$ cat src/rtl/serial_addsub.sv
// Bit-serial add/subtract unit. One full-adder slice and a registered carry
// process one bit per clock, LSB first.
//
// Operands arrive over an in_valid/in_ready handshake. The result arrives over
// an out_valid/out_ready handshake, together with a carry-out and a signed
// overflow flag.
//
// Ports:
//   clk        clock; all state updates on the rising edge
//   rst_n      asynchronous active-low reset
//   in_valid   operand transfer request
//   in_ready   high in IDLE; operands can be accepted
//   a, b       operands (WIDTH bits)
//   cin        carry-in (add) / borrow-in (subtract)
//   sub        0: a+b+cin, 1: a-b-cin
//   out_valid  high in DONE; result is available
//   out_ready  consumer accepts the result
//   sum        result word; held until the next result completes
//   cout       carry out of MSB; in subtract mode 1 means no borrow
//   ovf        two's-complement overflow
//   busy       high in SHIFT or DONE
module serial_addsub #(
  parameter int unsigned WIDTH = 8
) (
  input  logic             clk,
  input  logic             rst_n,
  input  logic             in_valid,
  output logic             in_ready,
  input  logic [WIDTH-1:0] a,
  input  logic [WIDTH-1:0] b,
  input  logic             cin,
  input  logic             sub,
  output logic             out_valid,
  input  logic             out_ready,
  output logic [WIDTH-1:0] sum,
  output logic             cout,
  output logic             ovf,
  output logic             busy
);

  localparam int unsigned CntW = $clog2(WIDTH);
  localparam logic [CntW-1:0] LastCnt = CntW'(WIDTH - 1);

  typedef enum logic [1:0] {StIdle, StShift, StDone} state_e;

  state_e           state_q, state_d;
  logic [WIDTH-1:0] a_q, a_d;
  logic [WIDTH-1:0] b_q, b_d;
  logic [WIDTH-1:0] res_q, res_d;
  logic [WIDTH-1:0] sum_q, sum_d;
  logic [CntW-1:0]  cnt_q, cnt_d;
  logic             carry_q, carry_d;
  logic             cout_q, cout_d;
  logic             ovf_q, ovf_d;

  logic s_bit;
  logic c_next;

  // Single full-adder slice on the current LSBs
  assign s_bit  = a_q[0] ^ b_q[0] ^ carry_q;
  assign c_next = (a_q[0] & b_q[0]) | (a_q[0] & carry_q) | (b_q[0] & carry_q);

  always_comb begin
    state_d = state_q;
    a_d     = a_q;
    b_d     = b_q;
    res_d   = res_q;
    sum_d   = sum_q;
    cnt_d   = cnt_q;
    carry_d = carry_q;
    cout_d  = cout_q;
    ovf_d   = ovf_q;
    unique case (state_q)
      StIdle: begin
        if (in_valid) begin
          a_d = a;
          // Subtraction as a + ~b + ~cin: the inverted borrow becomes the carry-in
          b_d     = sub ? ~b : b;
          carry_d = cin ^ sub;
          cnt_d   = '0;
          state_d = StShift;
        end
      end
      StShift: begin
        a_d     = a_q >> 1;
        b_d     = b_q >> 1;
        res_d   = {s_bit, res_q[WIDTH-1:1]};
        carry_d = c_next;
        cnt_d   = cnt_q + CntW'(1);
        if (cnt_q == LastCnt) begin
          // carry_q here is the carry into the MSB
          sum_d   = res_d;
          cout_d  = c_next;
          ovf_d   = carry_q ^ c_next;
          state_d = StDone;
        end
      end
      StDone: begin
        if (out_ready) state_d = StIdle;
      end
      default: state_d = StIdle;
    endcase
  end

  always_ff @(posedge clk or negedge rst_n) begin
    if (!rst_n) begin
      state_q <= StIdle;
      a_q     <= '0;
      b_q     <= '0;
      res_q   <= '0;
      sum_q   <= '0;
      cnt_q   <= '0;
      carry_q <= 1'b0;
      cout_q  <= 1'b0;
      ovf_q   <= 1'b0;
    end else begin
      state_q <= state_d;
      a_q     <= a_d;
      b_q     <= b_d;
      res_q   <= res_d;
      sum_q   <= sum_d;
      cnt_q   <= cnt_d;
      carry_q <= carry_d;
      cout_q  <= cout_d;
      ovf_q   <= ovf_d;
    end
  end

  assign in_ready  = (state_q == StIdle);
  assign out_valid = (state_q == StDone);
  assign busy      = (state_q != StIdle);
  assign sum       = sum_q;
  assign cout      = cout_q;
  assign ovf       = ovf_q;

endmodule

$ cat config.mk
export PLATFORM = sky130hd
export DESIGN_NAME = serial_addsub
export DESIGN_NICKNAME = d
export VERILOG_FILES = /design/src/rtl/serial_addsub.sv
export SDC_FILE = /design/constraint.sdc
export NUM_CORES = 1
export LEC_CHECK = 0
export BUFFER_PORTS_ARGS = -buffer_cell sky130_fd_sc_hd__buf_4
export CORE_MARGIN = 2
export CORE_UTILIZATION = 30
export CTS_CLUSTER_SIZE = 8
export DETAILED_ROUTE_END_ITERATION = 8
export PLACE_DENSITY = 0.53
export SYNTH_ARGS = -nofsm -noshare
export SYNTH_HDL_FRONTEND = slang
export SYNTH_SLANG_ARGS = --single-unit
$ cat constraint.sdc
create_clock -name clk -period 2.1 [get_ports clk]
set_clock_uncertainty 0.05 [all_clocks]
set_input_delay 0.315 -clock clk [delete_from_list [all_inputs] [get_ports clk]]
set_output_delay 0.315 -clock clk [all_outputs]
set_load 0.005 [all_outputs]
==> run_results.csv, run 1 <==
group,metric,value,unit
outcome,status,"finished, final reports clean",
sta,setup-tns-final,0,ps
logic_synthesis,yosysUniqueCellTypes,31,
logic_synthesis,ys_ff_latch,39,
worst_setup_path,crit_fanout,18,
worst_setup_path,worstPathArrival,1310,ps
cts,clk_path_buf_depth,2,
grt,antenna_found_initial,0,
grt,grt_first_pass_wirelength,5670,microns
worst_setup_path,critPathLaunchType,"flop",
logic_synthesis,synth-seq-area-share,0.545,
logic_synthesis,ys_warn_count,0,
finish,nNetsFinal,207,
sta,min_period_over_period,0.796,
cts,clk_latency,280,ps
placement,io_buffer_count,34,
grt,grt.overflow.total,0,
placement,dp_cells,249,
sta,slew_violations,0,
finish,finalNonFillerCells,258,
sta,setup_violations,0,
drt,wl,3310,microns
hold_path,hp-class,"in2reg",
cts,htree_levels,2,
finish,fillCellCount,583,
finish,diodes,0,
logic_synthesis,syn_nets,172,
die,ioPinCount,35,
power,vdd_drop_max,0.419,mV
die,start_util,0.306,
worst_setup_path,cp_common_cell,"buf_4",
cts,cts_resized,0,
drt,drtIter0Drc,58,
die,dieArea,6600,sq um
finish,multi_input_area,718,sq um
drt,wl_per_cell,12.8,microns
logic_synthesis,yosysTopAreaCellShare,0.545,
worst_setup_path,path_class,"reg2out",
die,placementRows,28,
placement,dpl.hpwl,2290,microns
drt,vias,1206,
finish,drive_gt1_frac,0.295,
grt,grt_pass1_vias,1180,
sta,tightest_slew,747,ps
cts,tritoncts,"done",
die,die_w,81.3,microns
sta,post-route-min-period,1670,ps
die,die_height,81.3,microns
logic_synthesis,synthTopCellsByArea,"dfrtp_1, mux2_1, xor2_1",
worst_setup_path,endpoint_kind,"primary output",
sta,finalHoldViolCount,0,
cts,path_clk_slew,70,ps
placement,routabilityCongestion,0.717,
sta,rsz0062_at_grt,"no",
worst_setup_path,crit_buf_inv,3,
worst_setup_path,path_cells,"buf_4 -> nor2_1 -> inv_1 -> buf_4",
logic_synthesis,syn_area_per_cell,12.2,sq um
cts,cts.sinks,39,
sta,max_freq,0.599,GHz
cts,numCtsBuffers,5,
sta,max_slew_margin,0.502,
run,drv_cap,0,
drt,vias_per_cell,4.67,
cts,root_buffer,"clkbuf_8",
power,total_power,2.83,mW
logic_synthesis,synthesis.area,1790,sq um
logic_synthesis,syn_inst,147,
power,power_density,1290,nW/um^2
grt,grt_max_degree,40,
worst_setup_path,cp_slowest_cell,"dfrtp_1",
finish,seq_area,976,sq um
logic_synthesis,synth_top_cell_by_area,"dfrtp_1",
drt,drc,0,
power,leakagePower,1.07,nW
die,core_area,5850,sq um
worst_setup_path,required,1740,ps
worst_setup_path,max_stage_delay,470,ps
grt,grt_usage,0.113,
drt,dr.pass1.iters,5,
drt,ant_nets,0,
finish,syn_to_final_growth,22.1,%
worst_setup_path,crit_family,"flip-flops",
[through the flow]
stage	util	instance area [sq um]	setup WS, ps	hold WS [ps]
after floorplan	-	1790	592	-30.6
after global routing	0.374	2190	356	145
after CTS	0.374	2190	404	145
final	0.374	2190	429	156
after detailed placement	0.358	2090	536	272
after global placement	0.358	2090	546	270
[placed cells by master, fill, tap and decap left out, types with 3 or more instances in the layout]
cell type and n:
dfrtp_1 39, buf_4 37, nand2_1 18, mux2_1 13
xor2_1 9, o21ai_1 8, inv_1 6, a22oi_1 5
clkbuf_8 5, a222oi_1 4, a32oi_1 4, nor2_1 3
nor2b_1 3, mux2_4 3, a21oi_1 3, clkinv_2 3
[cell type report]
class                           instances  share of cell area
Clock buffer                            5              0.0315
Clock inverter                          3             0.00687
Inverter                                7              0.0120
Multi-Input combinational cell         91               0.329
Sequential cell                        39               0.446
Tap cell                               75              0.0429
Timing Repair Buffer                   38               0.132
[synth_stat cells (all sizes together)]
cell type and number:
mux2 17, nor3b 1, a22o 2, ha 2, a31oi 2, a222oi 4
nor2b 4, o21bai 1, inv 7, fa 1, a22oi 5, o21ai 10
and3b 2, xnor2 1, nand2 18, xor2 9, o31ai 1, nor2 3
nand3b 1, buf 9, a21oi 3, a32oi 4, dfrtp 39, clkbuf 1
[path summary, 6_finish.rpt]
check	from	endpoint	cells past startpoint	slack, ps
worst max register to register	state_q[0]$_DFFE_PN0P_	b_q[5]$_DFFE_PN0P_	3	540
min in group asynchronous	rst_n	res_q[1]$_DFFE_PN0P_	2	490
worst min register to register	b_q[1]$_DFFE_PN0P_	b_q[1]$_DFFE_PN0P_	2	430
worst max-delay path	state_q[0]$_DFFE_PN0P_	busy	4	430
worst min-delay path	out_ready	state_q[1]$_DFFE_PN0P_	2	160
max in group asynchronous	rst_n	a_q[5]$_DFFE_PN0P_	2	1170
[power by group]
group          internal [mW]  total (mW)  switching (mW)
clock                  0.227       0.482           0.254
combinational          0.592        1.06           0.464
sequential              1.08        1.29           0.209
[kinds of logic (layout without fill, tap and decap cells)]
kind of cell               after synthesis  in the layout  share of synthesized area
AOI/OAI and AO/OA                       32             32                      0.126
xor gates and xnor gates                10             10                     0.0489
adders and majority gates                3              3                     0.0252
buffers and inverters                   17             53                     0.0538
DFF                                     39             39                      0.545
muxes                                   17             17                      0.113
and+or+nand+nor                         29             29                     0.0874
[state kept, by name, summed over array words and instances, names as in the netlist]
| name | count |
|---|---|
| carry_q | 1 |
| res_q | 7 |
| cnt_q | 3 |
| b_q | 8 |
| cout | 1 |
| sum | 8 |
| state_q | 2 |
| ovf | 1 |
| a_q | 8 |
[routing by layer]
metal	up-vias	track usage	wire [microns]
li1	583	-	-
met1	592	0.148	1580
met2	27	0.181	1550
met3	4	0.0244	136
met4	0	0.0492	48
met5	-	0	0
[timing repair]
item,4_1_cts,5_1_grt
buffers inserted,0,0
hold endpoints to repair,39,0
hold buffers,1,0
(Power assumes the default switching activity.)
==> inputs of run 2 (changes only) <==
Clock period 2.1 ns to 1.7 ns, I/O delays scaled along.
==> run 2 against run 1 <==
- utilization grew 0.83 points
- largest cell class unchanged
- flip-flop and latch count is the same
- highest routed layer unchanged
- hold slack lost 71 ps
==> run_results.csv, run 2 (same netlist as run 1, synthesis figures left out) <==
group,metric,value,unit
outcome,status,"finished, final reports clean",
cts,root_buffer,"clkbuf_8",
sta,finalHoldViolCount,0,
die,core_area,5850,sq um
cts,cts.sinks,39,
finish,syn_to_final_growth,24.8,%
finish,final_area,2230,sq um
power,leakagePower,1.09,nW
grt,grt_pass1_vias,1229,
finish,nNetsFinal,211,
grt,antenna_found_initial,0,
placement,routabilityCongestion,0.750,
sta,max_slew_margin,0.616,
cts,htree_levels,2,
drt,dr.pass1.iters,4,
worst_setup_path,crit_fanout,10,
hold_path,hp-start,"out_ready",
grt,grt.overflow.total,0,
drt,drtIter0Drc,88,
placement,io_buffer_count,34,
die,ioPinCount,35,
finish,drive_gt1_frac,0.301,
worst_setup_path,critPathLaunch,"state_q[1]$_DFFE_PN0P_",
power,vdd_drop_max,0.611,mV
sta,slew_violations,0,
run,drv_cap,0,
worst_setup_path,path_class,"reg2out",
grt,grt_max_degree,40,
sta,max_freq,0.631,GHz
sta,tightest_slew,576,ps
cts,tritoncts,"done",
sta,setup-tns-final,0,ps
die,dieArea,6600,sq um
placement,dpl.hpwl,2360,microns
finish,most-common-layout-cells,"buf_4, dfrtp_1, nand2_1, mux2_1, xor2_1",
drt,wl_per_cell,12.8,microns
worst_setup_path,critPathLaunchType,"flop",
finish,layout_commonest_cell,"buf_4",
cts,postCtsHoldBufs,1,
drt,ant_nets,0,
die,start_util,0.306,
sta,rsz0062_at_grt,"no",
sta,post-route-min-period,1580,ps
power,total_power,3.69,mW
grt,grt_first_pass_wirelength,5820,microns
cts,path_clk_slew,70,ps
cts,numCtsBuffers,5,
die,placementRows,28,
drt,drc,0,
cts,postCtsSetupBuffers,0,
drt,vias,1213,
cts,clk_path_buf_depth,2,
finish,diodes,0,
sta,setup_violations,0,
sta,min_period_over_period,0.932,
worst_setup_path,required,1390,ps
finish,fillCellCount,599,
placement,place_area,2120,sq um
grt,grt_usage,0.116,
worst_setup_path,r2r-start,"cnt_q[0]$_DFFE_PN0P_",
worst_setup_path,endpoint_kind,"primary output",
cts,clk_latency,290,ps
drt,vias_per_cell,4.65,
hold_path,hp-class,"in2reg",
die,die_w,81.3,microns
worst_setup_path,worstPathArrival,1280,ps
die,die_height,81.3,microns
power,power_density,1650,nW/um^2
cts,cts_resized,0,
drt,wl,3340,microns
[run 2: cell types whose count changed in the layout (fill, tap and decap cells not counted), sizes merged]
| cell | previous run | this run |
|---|---|---|
| buf | 37 | 41 |
| clkinv | 3 | 0 |
| bufinv | 0 | 1 |
| clkbuf | 5 | 6 |
[run 2: through the flow]
step                       util  worst slack, ps  cells  hold WS [ps]
after global routing      0.382             57.7    261          77.3
after CTS                 0.382             99.4    261          77.2
after detailed placement  0.363              178    253           214
after global placement    0.363              220    253           214
final                     0.382              116    261          85.1
after floorplan               -              192    147         -90.6
[run 2: routing by layer]
layer  up-vias  global-route usage  share of wire
met2        26               0.172           0.45
met1       589               0.162           0.49
met5         -                   0              0
met3         7              0.0278          0.040
li1        591                   -              -
met4         0              0.0508          0.019
[run 2: report_power, final]
| part | internal (mW) | total [mW] | switching (mW) |
|---|---|---|---|
| Clock | 0.430 | 0.732 | 0.302 |
| Combinational | 0.780 | 1.37 | 0.587 |
| Sequential | 1.34 | 1.59 | 0.252 |
| Total | 2.55 | 3.69 | 1.14 |
[run 2: layout make-up]
class	instances	area, sq um	area share
clock inverter	1	30.0	0.0134
clock buffer	6	72.6	0.0325
sequential	39	976	0.437
timing repair buffer	42	318	0.142
inverter	7	26.3	0.0118
multi-input combinational	91	718	0.321
tap	75	93.8	0.0420
[run 2: critical path, stage by stage, from the launching register on]
cell and delay [ps]:
dfrtp_1 460, buf_4 210, nor2_1 140, inv_1 50, buf_4 130
[run 2: worst paths after layout]
| check | end | slack [ps] | depth (start not counted) |
|---|---|---|---|
| worst max-delay path | busy | 120 | 4 |
| worst min register to register | b_q[3]$_DFFE_PN0P_ | 430 | 2 |
| worst max register to register | sum[3]$_DFFE_PN0P_ | 180 | 4 |
| worst min-delay path | state_q[1]$_DFFE_PN0P_ | 90 | 2 |
| max in group asynchronous | b_q[5]$_DFFE_PN0P_ | 830 | 2 |
| min in group asynchronous | a_q[2]$_DFFE_PN0P_ | 420 | 2 |
==> inputs of run 3 (changes only) <==
Settings changed: ABC_AREA from default to 1, PLACE_DENSITY 0.53 to 0.52, SLEW_MARGIN from default to 5.
==> run 3 against run 2 <==
- synthesized cell count increased by 50%
- critical path type unchanged
- non-clock buffer count decreased by 5
- global-route usage decreased by 0.51 points
- largest power group unchanged
==> run_results.csv, run 3 <==
group,metric,value,unit
drt,drtIter0Drc,60,
sta,setup_violations,0,
sta,finalHoldViolCount,0,
power,vdd_drop_max,0.576,mV
worst_setup_path,reg2reg_depth,4,
worst_setup_path,path_class,"reg2out",
worst_setup_path,r2r-end,"state_q[1]$_DFFE_PN0P_",
cts,clk_path_buf_depth,2,
outcome,status,"finished, final reports clean",
sta,max_slew_margin,0.679,
drt,ant_nets,0,
logic_synthesis,muxShareOfSynthArea,0,
logic_synthesis,synth.most_common_cell,"nand2_1",
worst_setup_path,endpoint_kind,"primary output",
drt,vias,1498,
finish,layout_commonest_cell,"nand2_1",
cts,path_clk_slew,70,ps
run,drv_cap,0,
placement,dpl.hpwl,2530,microns
logic_synthesis,synthesis.area,1900,sq um
finish,syn_to_final_growth,18.7,%
grt,grt_usage,0.111,
die,core_area,6030,sq um
die,ioPinCount,35,
logic_synthesis,ys_warn_count,0,
logic_synthesis,synth_xor_area_frac,0.00924,
drt,wl,3660,microns
grt,grt_first_pass_wirelength,6330,microns
cts,htree_levels,2,
cts,cts.sinks,39,
die,die_height,83.5,microns
sta,post-route-min-period,1570,ps
logic_synthesis,syn_nets,246,
grt,grt.overflow.total,0,
die,start_util,0.315,
die,placementRows,28,
hold_path,hold-path-cell-count,2,
logic_synthesis,async_flop_share,1.00,
worst_setup_path,r2r_slack,310,ps
worst_setup_path,worstPathArrival,1270,ps
drt,wl_per_cell,11.1,microns
sta,setup-tns-final,0,ps
cts,tritoncts,"done",
power,leakagePower,1.18,nW
sta,tightest_slew,482,ps
finish,nNetsFinal,279,
logic_synthesis,ys_top_cells_by_count,"nand2_1, nand3_1, dfrtp_1",
logic_synthesis,yosysUniqueCellTypes,21,
cts,clk_latency,280,ps
worst_setup_path,required,1390,ps
grt,grt_pass1_vias,1393,
hold_path,hp-class,"in2reg",
logic_synthesis,synth_ff_type,"dfrtp_1",
logic_synthesis,synth_top_cell_by_area,"dfrtp_1",
die,die_w,83.5,microns
drt,dr.pass1.iters,4,
logic_synthesis,syn_area_per_cell,8.58,sq um
logic_synthesis,syn_inst,221,
hold_path,hold_end,"state_q[1]$_DFFE_PN0P_",
placement,routabilityCongestion,0.691,
placement,io_buffer_count,34,
sta,min_period_over_period,0.926,
logic_synthesis,synthAdderAreaFrac,0.0238,
sta,max_freq,0.635,GHz
worst_setup_path,r2r-start,"cnt_q[0]$_DFFE_PN0P_",
power,total_power,3.38,mW
finish,most-common-layout-cells,"nand2_1, nand3_1, dfrtp_1, buf_4, inv_1",
sta,slew_violations,0,
die,dieArea,6970,sq um
cts,numCtsBuffers,5,
finish,diodes,0,
logic_synthesis,synth_compound_area_frac,0.0581,
sta,rsz0062_at_grt,"no",
logic_synthesis,synthTopCellsByArea,"dfrtp_1, nand2_1, nand3_1",
logic_synthesis,yosys.area_share.simple,0.302,
finish,drive_gt1_frac,0.220,
drt,drc,0,
drt,vias_per_cell,4.54,
logic_synthesis,yosysTopAreaCellShare,0.515,
worst_setup_path,crit_fanout,6,
logic_synthesis,ys_ff_latch,39,
cts,root_buffer,"clkbuf_8",
logic_synthesis,synth_top_family_by_area,"simple AND/OR/NAND/NOR gates",
worst_setup_path,critPathLaunchType,"flop",
grt,antenna_found_initial,0,
grt,grt_max_degree,40,
logic_synthesis,synth_edf_count,0,
logic_synthesis,synth-seq-area-share,0.515,
cts,cts_resized,0,
hold_path,hp-start,"out_ready",
power,power_density,1500,nW/um^2
run 3: cell types whose count changed after synthesis, moves of 4 or more:
cell and delta:
a222oi_1 -4, mux2_1 -13, o21ai_0 +7, o21ai_1 -7
xor2_1 -7, inv_1 +12, o21ai_2 +6, nand2_1 +61
a22oi_1 -5, nand3_1 +42, a32oi_1 -4
run 3: cell families (layout without fill, tap and decap cells):
family | after synthesis | in the layout
AOI/OAI and AO/OA | 17 | 17
xor gates and xnor gates | 2 | 2
adders and majority gates | 3 | 3
buffers and inverters | 31 | 65
DFF | 39 | 39
and+or+nand+nor | 129 | 129
run 3: worst max-delay path by stage:
stage / from / endpoint / slack [ps] / depth (start not counted)
after floorplan: cnt_q[0]$_DFFE_PN0P_ / state_q[1]$_DFFE_PN0P_ / 420 / 5
after global placement: cnt_q[0]$_DFFE_PN0P_ / state_q[1]$_DFFE_PN0P_ / 310 / 4
after detailed placement: cnt_q[0]$_DFFE_PN0P_ / state_q[1]$_DFFE_PN0P_ / 280 / 4
after CTS: state_q[0]$_DFFE_PN0P_ / busy / 90 / 3
after global routing: state_q[0]$_DFFE_PN0P_ / busy / 20 / 3
final: state_q[0]$_DFFE_PN0P_ / busy / 130 / 3
run 3: area by class of cell:
class	count	area, sq um
inverters	20	75.1
flip-flops and latches	39	976
clock buffers	7	76.3
fillers	650	3770
multi-input cells	151	744
repair buffers	37	280
clock inverters	1	5.00
well taps	75	93.8
run 3: timing repair:
action / CTS / global route
hold buffers: 1 / 0
buffers inserted: 0 / 0
hold endpoints to repair: 39 / 0
run 3: through the flow:
stage | worst slack, ps | cells | hold slack, ps | area, sq um | utilization
finish | 126 | 330 | 92.8 | 2250 | 0.374
global placement | 313 | 321 | 214 | 2160 | 0.358
global route | 15.2 | 330 | 75.3 | 2250 | 0.374
CTS | 93.9 | 330 | 80.1 | 2250 | 0.374
detailed placement | 279 | 321 | 210 | 2160 | 0.358
floorplan | 416 | 221 | -90.6 | 1900 | -
run 3: critical path, stage by stage, from the launching register on:
cell and delay, ps:
dfrtp_1 490, nor2_2 290, inv_1 70, buf_4 140
run 3: where the power goes:
part / total (mW) / internal (mW) / switching (mW) / leakage (nW)
clock network: 0.590 / 0.288 / 0.302 / 0.0422
logic: 1.26 / 0.536 / 0.721 / 0.636
registers: 1.54 / 1.30 / 0.233 / 0.505
run 3: metal layers:
| layer | share of wire | GRT usage | wire length, microns |
|---|---|---|---|
| met4 | 0.0082 | 0.0396 | 30 |
| met1 | 0.50 | 0.152 | 1850 |
| met2 | 0.44 | 0.167 | 1620 |
| met3 | 0.045 | 0.0336 | 164 |
| met5 | 0 | 0 | 0 |
